### src/rtl/icache_refill_ctrl.sv
// Instruction-cache miss handler: picks a victim way, refills the 16-word block
// in 4 memory beats, writes tag/status, forwards the critical word, then restarts.
module icache_refill_ctrl #(
   parameter int TAG_BITS_WIDTH          = 8,
   parameter int SET_BITS_WIDTH          = 4,
   parameter int BLOCK_OFFSET_BITS_WIDTH = 4,
   parameter int WORD_WIDTH              = 20,
   parameter int NUM_WAYS                = 4,
   parameter int MEM_IF_DATA_WIDTH       = 128,
   parameter int MEM_IF_ADDR_WIDTH       = 16,
   parameter int WORDS_PER_BEAT          = 4
) (
   input  logic                                   clk,
   input  logic                                   rst,
   input  logic                                   i_miss_valid,
   input  logic [TAG_BITS_WIDTH-1:0]              i_miss_tag,
   input  logic [SET_BITS_WIDTH-1:0]              i_miss_set,
   input  logic [BLOCK_OFFSET_BITS_WIDTH-1:0]     i_miss_offset,
   input  logic [2*NUM_WAYS-1:0]                  i_miss_status,
   output logic                                   o_miss_ready,
   output logic [MEM_IF_ADDR_WIDTH-1:0]           o_mem_addr,
   output logic                                   o_mem_req_valid,
   input  logic                                   i_mem_req_ready,
   input  logic [MEM_IF_DATA_WIDTH-1:0]           i_mem_data,
   input  logic                                   i_mem_data_valid,
   output logic [SET_BITS_WIDTH+BLOCK_OFFSET_BITS_WIDTH-$clog2(WORDS_PER_BEAT)-1:0] o_da_w_addr,
   output logic [WORDS_PER_BEAT*WORD_WIDTH-1:0]   o_da_w_data,
   output logic [NUM_WAYS-1:0]                    o_da_w_way_mask,
   output logic                                   o_da_w_valid,
   output logic [SET_BITS_WIDTH-1:0]              o_ta_w_addr,
   output logic [NUM_WAYS*TAG_BITS_WIDTH-1:0]     o_ta_w_data,
   output logic [NUM_WAYS-1:0]                    o_ta_w_wmask,
   output logic                                   o_ta_w_valid,
   output logic [SET_BITS_WIDTH-1:0]              o_sa_w_addr,
   output logic [2*NUM_WAYS-1:0]                  o_sa_w_data,
   output logic                                   o_sa_w_valid,
   output logic [WORD_WIDTH-1:0]                  o_crit_data,
   output logic                                   o_crit_valid,
   output logic                                   o_busy,
   output logic                                   o_restart
);

   localparam int WPB_W  = $clog2(WORDS_PER_BEAT);
   localparam int CNT_W  = BLOCK_OFFSET_BITS_WIDTH - WPB_W;
   localparam int WAY_W  = $clog2(NUM_WAYS);
   localparam int DA_W   = WORDS_PER_BEAT * WORD_WIDTH;

   typedef enum logic [2:0] {
      S_IDLE,
      S_REQ,
      S_FILL,
      S_UPDATE,
      S_RESTART
   } state_t;

   state_t state, state_next;

   logic [TAG_BITS_WIDTH-1:0]          tag_q;
   logic [SET_BITS_WIDTH-1:0]          set_q;
   logic [BLOCK_OFFSET_BITS_WIDTH-1:0] offset_q;
   logic [NUM_WAYS-1:0]                way_mask_q;
   logic [2*NUM_WAYS-1:0]              status_q;
   logic [CNT_W-1:0]                   beat_cnt;

   logic [WAY_W-1:0]                   victim_idx;
   logic                               victim_found;
   logic                               all_aged;
   logic [2*NUM_WAYS-1:0]              new_status;
   logic [WORD_WIDTH-1:0]              crit_word;
   logic                               beat_fire;
   logic                               unused_mem_bits;

   assign beat_fire       = (state == S_FILL) && i_mem_data_valid;
   assign unused_mem_bits = ^i_mem_data[MEM_IF_DATA_WIDTH-1:DA_W];

   // FSM state register
   always_ff @(posedge clk) begin
      if (rst) begin
         state <= S_IDLE;
      end else begin
         state <= state_next;
      end
   end

   always_comb begin
      state_next = state;
      case (state)
         S_IDLE:    if (i_miss_valid) state_next = S_REQ;
         S_REQ:     if (i_mem_req_ready) state_next = S_FILL;
         S_FILL:    if (beat_fire && (beat_cnt == CNT_W'(WORDS_PER_BEAT - 1))) state_next = S_UPDATE;
         S_UPDATE:  state_next = S_RESTART;
         S_RESTART: state_next = S_IDLE;
         default:   state_next = S_IDLE;
      endcase
   end

   // Victim choice prefers an empty way, then a way not recently used, then way 0;
   // the replacement status is computed at acceptance time from the incoming word.
   always_comb begin
      victim_idx   = '0;
      victim_found = 1'b0;
      for (int w = 0; w < NUM_WAYS; w++) begin
         if (!victim_found && !i_miss_status[2*w+1]) begin
            victim_idx   = WAY_W'(w);
            victim_found = 1'b1;
         end
      end
      for (int w = 0; w < NUM_WAYS; w++) begin
         if (!victim_found && !i_miss_status[2*w]) begin
            victim_idx   = WAY_W'(w);
            victim_found = 1'b1;
         end
      end
      new_status = i_miss_status;
      for (int w = 0; w < NUM_WAYS; w++) begin
         if (WAY_W'(w) == victim_idx) new_status[2*w +: 2] = 2'b11;
      end
      all_aged = 1'b1;
      for (int w = 0; w < NUM_WAYS; w++) begin
         all_aged = all_aged & new_status[2*w];
      end
      if (all_aged) begin
         for (int w = 0; w < NUM_WAYS; w++) begin
            if (WAY_W'(w) != victim_idx) new_status[2*w] = 1'b0;
         end
      end
   end

   always_comb begin
      crit_word = '0;
      for (int k = 0; k < WORDS_PER_BEAT; k++) begin
         if (WPB_W'(k) == offset_q[WPB_W-1:0]) crit_word = i_mem_data[k*WORD_WIDTH +: WORD_WIDTH];
      end
   end

   // Registered datapath and strobes; pulses default low every cycle
   always_ff @(posedge clk) begin
      if (rst) begin
         tag_q           <= '0;
         set_q           <= '0;
         offset_q        <= '0;
         way_mask_q      <= '0;
         status_q        <= '0;
         beat_cnt        <= '0;
         o_da_w_valid    <= 1'b0;
         o_da_w_addr     <= '0;
         o_da_w_data     <= '0;
         o_crit_valid    <= 1'b0;
         o_crit_data     <= '0;
         o_ta_w_valid    <= 1'b0;
         o_sa_w_valid    <= 1'b0;
         o_restart       <= 1'b0;
      end else begin
         o_da_w_valid <= 1'b0;
         o_crit_valid <= 1'b0;
         o_ta_w_valid <= (state == S_UPDATE);
         o_sa_w_valid <= (state == S_UPDATE);
         o_restart    <= (state == S_RESTART);
         if ((state == S_IDLE) && i_miss_valid) begin
            tag_q      <= i_miss_tag;
            set_q      <= i_miss_set;
            offset_q   <= i_miss_offset;
            way_mask_q <= NUM_WAYS'(1) << victim_idx;
            status_q   <= new_status;
            beat_cnt   <= '0;
         end
         if (beat_fire) begin
            o_da_w_valid <= 1'b1;
            o_da_w_addr  <= {set_q, beat_cnt};
            o_da_w_data  <= i_mem_data[DA_W-1:0];
            beat_cnt     <= beat_cnt + 1'b1;
            if (beat_cnt == offset_q[BLOCK_OFFSET_BITS_WIDTH-1:WPB_W]) begin
               o_crit_valid <= 1'b1;
               o_crit_data  <= crit_word;
            end
         end
      end
   end

   assign o_miss_ready    = (state == S_IDLE);
   assign o_busy          = (state != S_IDLE);
   assign o_mem_req_valid = (state == S_REQ);
   assign o_mem_addr      = {tag_q, set_q, {BLOCK_OFFSET_BITS_WIDTH{1'b0}}};
   assign o_da_w_way_mask = way_mask_q;
   assign o_ta_w_addr     = set_q;
   assign o_ta_w_data     = {NUM_WAYS{tag_q}};
   assign o_ta_w_wmask    = way_mask_q;
   assign o_sa_w_addr     = set_q;
   assign o_sa_w_data     = status_q;

endmodule

### config.mk
export PLATFORM = sky130hd
export DESIGN_NAME = icache_refill_ctrl
export DESIGN_NICKNAME = d
export VERILOG_FILES = /design/src/rtl/icache_refill_ctrl.sv
export SDC_FILE = /design/constraint.sdc
export NUM_CORES = 1
export LEC_CHECK = 0
export CORE_MARGIN = 2
export CORE_UTILIZATION = 35
export DETAILED_ROUTE_END_ITERATION = 10
export PLACE_DENSITY = 0.86
export SETUP_SLACK_MARGIN = 0.2
export SLEW_MARGIN = 20
export SYNTH_ARGS = -nofsm -noshare
export SYNTH_HDL_FRONTEND = slang
export SYNTH_SLANG_ARGS = --single-unit
### constraint.sdc
create_clock -name clk -period 2.17 [get_ports clk]
set_clock_uncertainty 0.05 [all_clocks]
set_input_delay 0.3255 -clock clk [delete_from_list [all_inputs] [get_ports clk]]
set_output_delay 0.3255 -clock clk [all_outputs]
set_load 0.02 [all_outputs]
After elaboration in Yosys (flattened, before gate mapping):

Cells that the tools add are included.

* add/sub/neg operators: 1
* muxes and demuxes: 38
* shift-type cells: 1
* equality and inequality tests: 18
* bitwise operators: 4
* reduce and logical (&&, ||, !) cells: 32

Operators with widths (count)
* $mux W20: 4
* $mux W2: 12
* $mux W1: 18
* $logic_not A1 Y1: 13
* $pmux W3 S4: 1
* $logic_and A1 B1 Y1: 10
* $mux W3: 3
* $eq A2 B2 Y1 const A: 4
* $eq A3 B2 Y1 const B: 2
* $eq A1 B2 Y1 const A: 2
* $logic_not A2 Y1: 2
* $ne A2 B1 Y1 const B: 2
* $ne A2 B2 Y1 const A: 2
* $reduce_bool A2 Y1: 2
* $shl A1 B2 Y4 const A: 1
* $and A1 B1 Y1: 3
* $eq A3 B1 Y1 const B: 1
* $eq A3 B3 Y1 const B: 1
* $logic_not A3 Y1: 1
* $reduce_and A3 Y1: 1
* $reduce_bool A3 Y1: 1
* $add A2 B1 Y2 const B: 1
* $eq A2 B2 Y1: 1
* $eq A2 B2 Y1 const B: 1
* other kinds (5): 5

* bits in registers: 143
* logic and storage cells: 108
* input bits: 157

Logic depth before layout (Yosys ltp):

* depth in word-level cells: 27
* mapped depth: 8
* gate-level depth less buffers: 5

Worst setup path after synthesis:

OpenSTA, ideal clock, no wires.

* path kind: register to register
* from: register state[0]
* to: register way_mask_q[0], in the netlist o_da_w_way_mask[0]
* path buffers: 1
* data arrival time: 1.555 ns
* cell stages (with the launch flop): 6
* required time: 2.050 ns
* path slack: 0.494 ns
* cell sequence: dfxtp_1 > nand2b_4 > or3_1 > buf_2 > or4b_1 > a21oi_1

* cells in the longest elaborated chain, start to end: 2

RTL lines
* start, declared: RTL line 56 `state_t state, state_next;`
* start signal, assigned: RTL line 81 `state <= state_next;`
* $logic_not A3 Y1: RTL line 159 `if ((state == S_IDLE) && i_miss_valid) begin`
* $logic_and A1 B1 Y1: RTL line 159
* end signal, assigned: RTL line 163 `way_mask_q <= NUM_WAYS'(1) << victim_idx;`
* end, declared: RTL line 61 `logic [NUM_WAYS-1:0] way_mask_q;`

No other way between the ends.
A chain may end at the register's enable or synchronous reset.

Worst setup path after layout:

* from: register state[1]
* to: output o_miss_ready

* cells in the longest elaborated chain, start to end: 1

RTL lines
* $logic_not A3 Y1: RTL line 180 `assign o_miss_ready = (state == S_IDLE);`
* end, declared: RTL line 20 `output logic o_miss_ready,`

No other way between the ends.

==> qor.tcl <==
set qor(outcome) {complete, no violations}
set qor(viasPerCell) 4.98
set qor(crit_path_max_fanout) 9
set qor(ctsLongestPathBuffers) 2
set qor(cts_hold_buf) 0
set qor(fill_cells) 1448
set qor(clock_tree.htree_level_count) 4
set qor(floorplan.initialDensity_pct) 36.0
set qor(dieArea_sq_mm) 0.0182
set qor(cellLeakagePower_uw) 0.00326
set qor(drt_drc_violations_left) 0
set qor(finalHoldViolCount) 0
set qor(finalPower_uw) 6850
set qor(clk_transition_reported_paths_ps) 60
set qor(synth_warnings) 0
set qor(grt_start_max_net_pins) 46
set qor(gp_congestion) 0.898
set qor(timing_worst_slew_pin_value_ps) 531
set qor(finalCriticalPeriod_ps) 1930
set qor(worst_ep_required_time_ps) 1790
set qor(layout.core_utilization_pct) 56.9
set qor(critical_path.endpoint_type) {output pin}
set qor(period_share_pct) 88.9
set qor(combined_area_of_all_synthesized_cells_sq_mm) 0.00601
set qor(netlist_instances) 736
set qor(initialDrtViolationCount) 448
set qor(ys_seq_elements) 143
set qor(tritoncts) {yes}
set qor(post-route-cell-area_sq_mm) 0.00950
set qor(rsz0062_at_grt) {true}
set qor(vias) 5988
set qor(first_pass_iters) 7
set qor(reg2reg_slack_ps) 340
set qor(post-dp-hpwl_mm) 16.2
set qor(clock_latency_ps) 420
set qor(place.port_buffers) 290
set qor(grt_pass1_wl_mm) 31.7
set qor(hold_path_class) {in -> reg}
set qor(power.density_cell_area_mw_per_mm2) 722
set qor(worst_slew_margin_rel_pct) 64.6
set qor(layout.area.seq_sq_mm) 0.00286
set qor(synth-async-reset-ratio_pct) 0
set qor(gr_busiest_metal) {met2}
set qor(clock_sink_count) 143
set qor(ys.flop_type) {dfxtp_1}
set qor(groute.layer.met1.usage_pct) 29.4
set qor(inserted_clock_buffers) 17
set qor(sum_neg_setup_slack_ps) 0
set qor(cap_violations) 0
set qor(initial_antenna_violation_count) 1
set qor(areaGrowthSynthToFinish_pct) 58.0
set qor(root_driver) {clkbuf_16}
set qor(post_drt_wl_per_cell_microns) 17.7
set qor(number_of_nets_at_the_end_of_the_flow) 1126
set qor(critPathLaunchType) {register}
set qor(vdd_drop_max_mv) 0.502
set qor(grt-ovfl-total) 0
set qor(global_route.usage.met3_pct) 6.64
set qor(routed_wirelength_mm) 21.2
set qor(timing.fmax_ghz) 0.518
set qor(edff_count_synth) 0
set qor(antenna_left) 0
set qor(die_w_microns) 135
set qor(first_global_vias) 5606
set qor(setup_viol_count_final) 0
set qor(grt_use_total_pct) 23.0
set qor(netlist-cell-type-count) 40
set qor(die-height_microns) 135
set qor(setup.worst_path.class) {reg -> out}
set qor(globalRouteMet2Util_pct) 35.3
set qor(fp-row-count) 47
set qor(io-pin-count) 343
set qor(post_synthesis_sequential_area_ratio_pct) 47.6
set qor(placedInstanceArea_sq_mm) 0.00888
set qor(hold_ws_ps) 339
set qor(fin_max_slew_vios) 0
set qor(drive_above_1_share_pct) 8.26
set qor(syn-mean-instance-area_sq_um) 8.17
set qor(multi_input_combinational_cell_area_sq_mm) 0.00257
set qor(worstPathArrival_ps) 1550
set qor(floorplan.core_area_sq_mm) 0.0167
-- flip-flops by register name, summed over array words and instances, names as in the netlist, 2 cells and up --
register / cells
o_crit_data: 20
beat_cnt: 2
o_da_w_addr: 6
state: 3
tag_q: 8
o_sa_w_addr: 4
offset_q: 4
o_sa_w_data: 8
o_da_w_way_mask: 4
o_da_w_data: 80
-- routing by layer --
layer | up-vias | routed length, microns
met3 | 56 | 1600
met5 | - | 0
met1 | 2783 | 8810
li1 | 2868 | -
met2 | 281 | 9910
met4 | 0 | 905
-- critical path, cell delays in order (launching register included) --
cell and delay (ps):
dfxtp_1 390, or3_1 390, inv_1 60, clkdlybuf4s15_1 290
-- where the power goes --
part	switching [uW]	internal (uW)
Clock	1160	1810
Sequential	64.0	2700
Combinational	553	566
-- per-stage QoR --
step | std cells | setup slack [ps]
2_1_floorplan | 739 | 494
3_3_place_gp | 1167 | 75.5
3_5_place_dp | 1167 | 68.6
4_1_cts | 1199 | 190
5_1_grt | 1202 | 179
6_report | 1202 | 241
-- kinds of logic (layout without fill, tap and decap cells) --
| kind of cell | count (synthesis) | count (layout) | synth area share, % |
|---|---|---|---|
| AND/OR/NAND/NOR | 307 | 307 | 20.6 |
| AO/OA/AOI/OAI | 155 | 155 | 13.7 |
| flip-flops | 143 | 143 | 47.6 |
| buffers and inverters | 107 | 349 | 9.97 |
| multiplexers | 20 | 20 | 7.49 |
| XOR/XNOR | 2 | 2 | 0.291 |
| adder cells (fa/ha/maj) | 1 | 1 | 0.208 |
| other | 1 | 5 | 0.0624 |
-- worst paths after layout --
kind / cells after the start / from / to
worst min-delay path: 2 / rst / o_crit_data[16]
worst min register to register: 2 / o_da_w_data[41] / o_da_w_data[41]
worst max-delay path: 3 / state[1] / o_miss_ready
worst max register to register: 6 / state[1] / o_da_w_data[48]
-- cells in the mapped netlist (2+ instances only) --
| library cell | number | area (sq um) |
|---|---|---|
| mux4_2 | 20 | 450 |
| a31oi_1 | 2 | 12.5 |
| dfxtp_1 | 143 | 2860 |
| o21ai_1 | 2 | 10.0 |
| clkbuf_1 | 44 | 165 |
| nand3b_1 | 2 | 15.0 |
| a311oi_1 | 3 | 26.3 |
| o22ai_1 | 2 | 12.5 |
| a221oi_1 | 2 | 17.5 |
| nand3_1 | 2 | 10.0 |
| nor2b_1 | 3 | 18.8 |
| or3_1 | 2 | 12.5 |
| nand2_1 | 258 | 968 |
| o21ai_0 | 7 | 35.0 |
| nor3b_1 | 2 | 15.0 |
| a211oi_1 | 2 | 15.0 |
| nand2b_1 | 2 | 12.5 |
| xnor2_1 | 2 | 17.5 |
| buf_2 | 11 | 55.1 |
| inv_1 | 3 | 11.3 |
| buf_4 | 49 | 368 |
| a21oi_1 | 128 | 641 |
| nor3_1 | 10 | 50.1 |
| o211ai_1 | 2 | 15.0 |
| nor2_1 | 18 | 67.6 |
-- layout make-up --
| class | instances | share of cell area (%) |
|---|---|---|
| Clock inverter | 14 | 1.75 |
| Multi-Input combinational cell | 489 | 27.1 |
| Tap cell | 220 | 2.90 |
| Antenna cell | 1 | 0.0264 |
| Clock buffer | 18 | 4.52 |
| Inverter | 3 | 0.119 |
| Timing Repair Buffer | 314 | 33.5 |
| Sequential cell | 143 | 30.2 |
-- timing repair --
action | in CTS | in global routing
setup buffers | 0 | 2
endpoints found under the setup margin | 3 | 4
pin swaps | 0 | 1
gates resized for setup | 4 | 1
gates cloned | 0 | 0
-- placed cells by master (no fill, tap or decap), types with 2 or more instances in the layout --
cell type	synthesis	layout
a221oi_1	2	2
nor3b_1	2	2
nand2_1	258	258
dlygate4sd2_1	0	2
o21ai_1	2	2
a311oi_1	3	3
a211oi_1	2	2
bufinv_16	0	3
clkbuf_16	0	17
nand3b_1	2	2
inv_1	3	3
clkdlybuf4s50_1	0	286
nor2b_1	3	3
buf_4	49	17
mux4_2	20	20
clkinv_2	0	4
o22ai_1	2	2
a21oi_1	128	128
nor3_1	10	9
xnor2_1	2	2
nor2_1	18	18
nand2b_1	2	2
dfxtp_1	143	142
o21ai_0	7	7
clkinvlp_4	0	4
nand3_1	2	2
clkinv_4	0	2
conb_1	1	4
or3_1	2	2
buf_12	0	8
a31oi_1	2	2
o211ai_1	2	2
No activity file was read; power rests on OpenSTA's default activity.
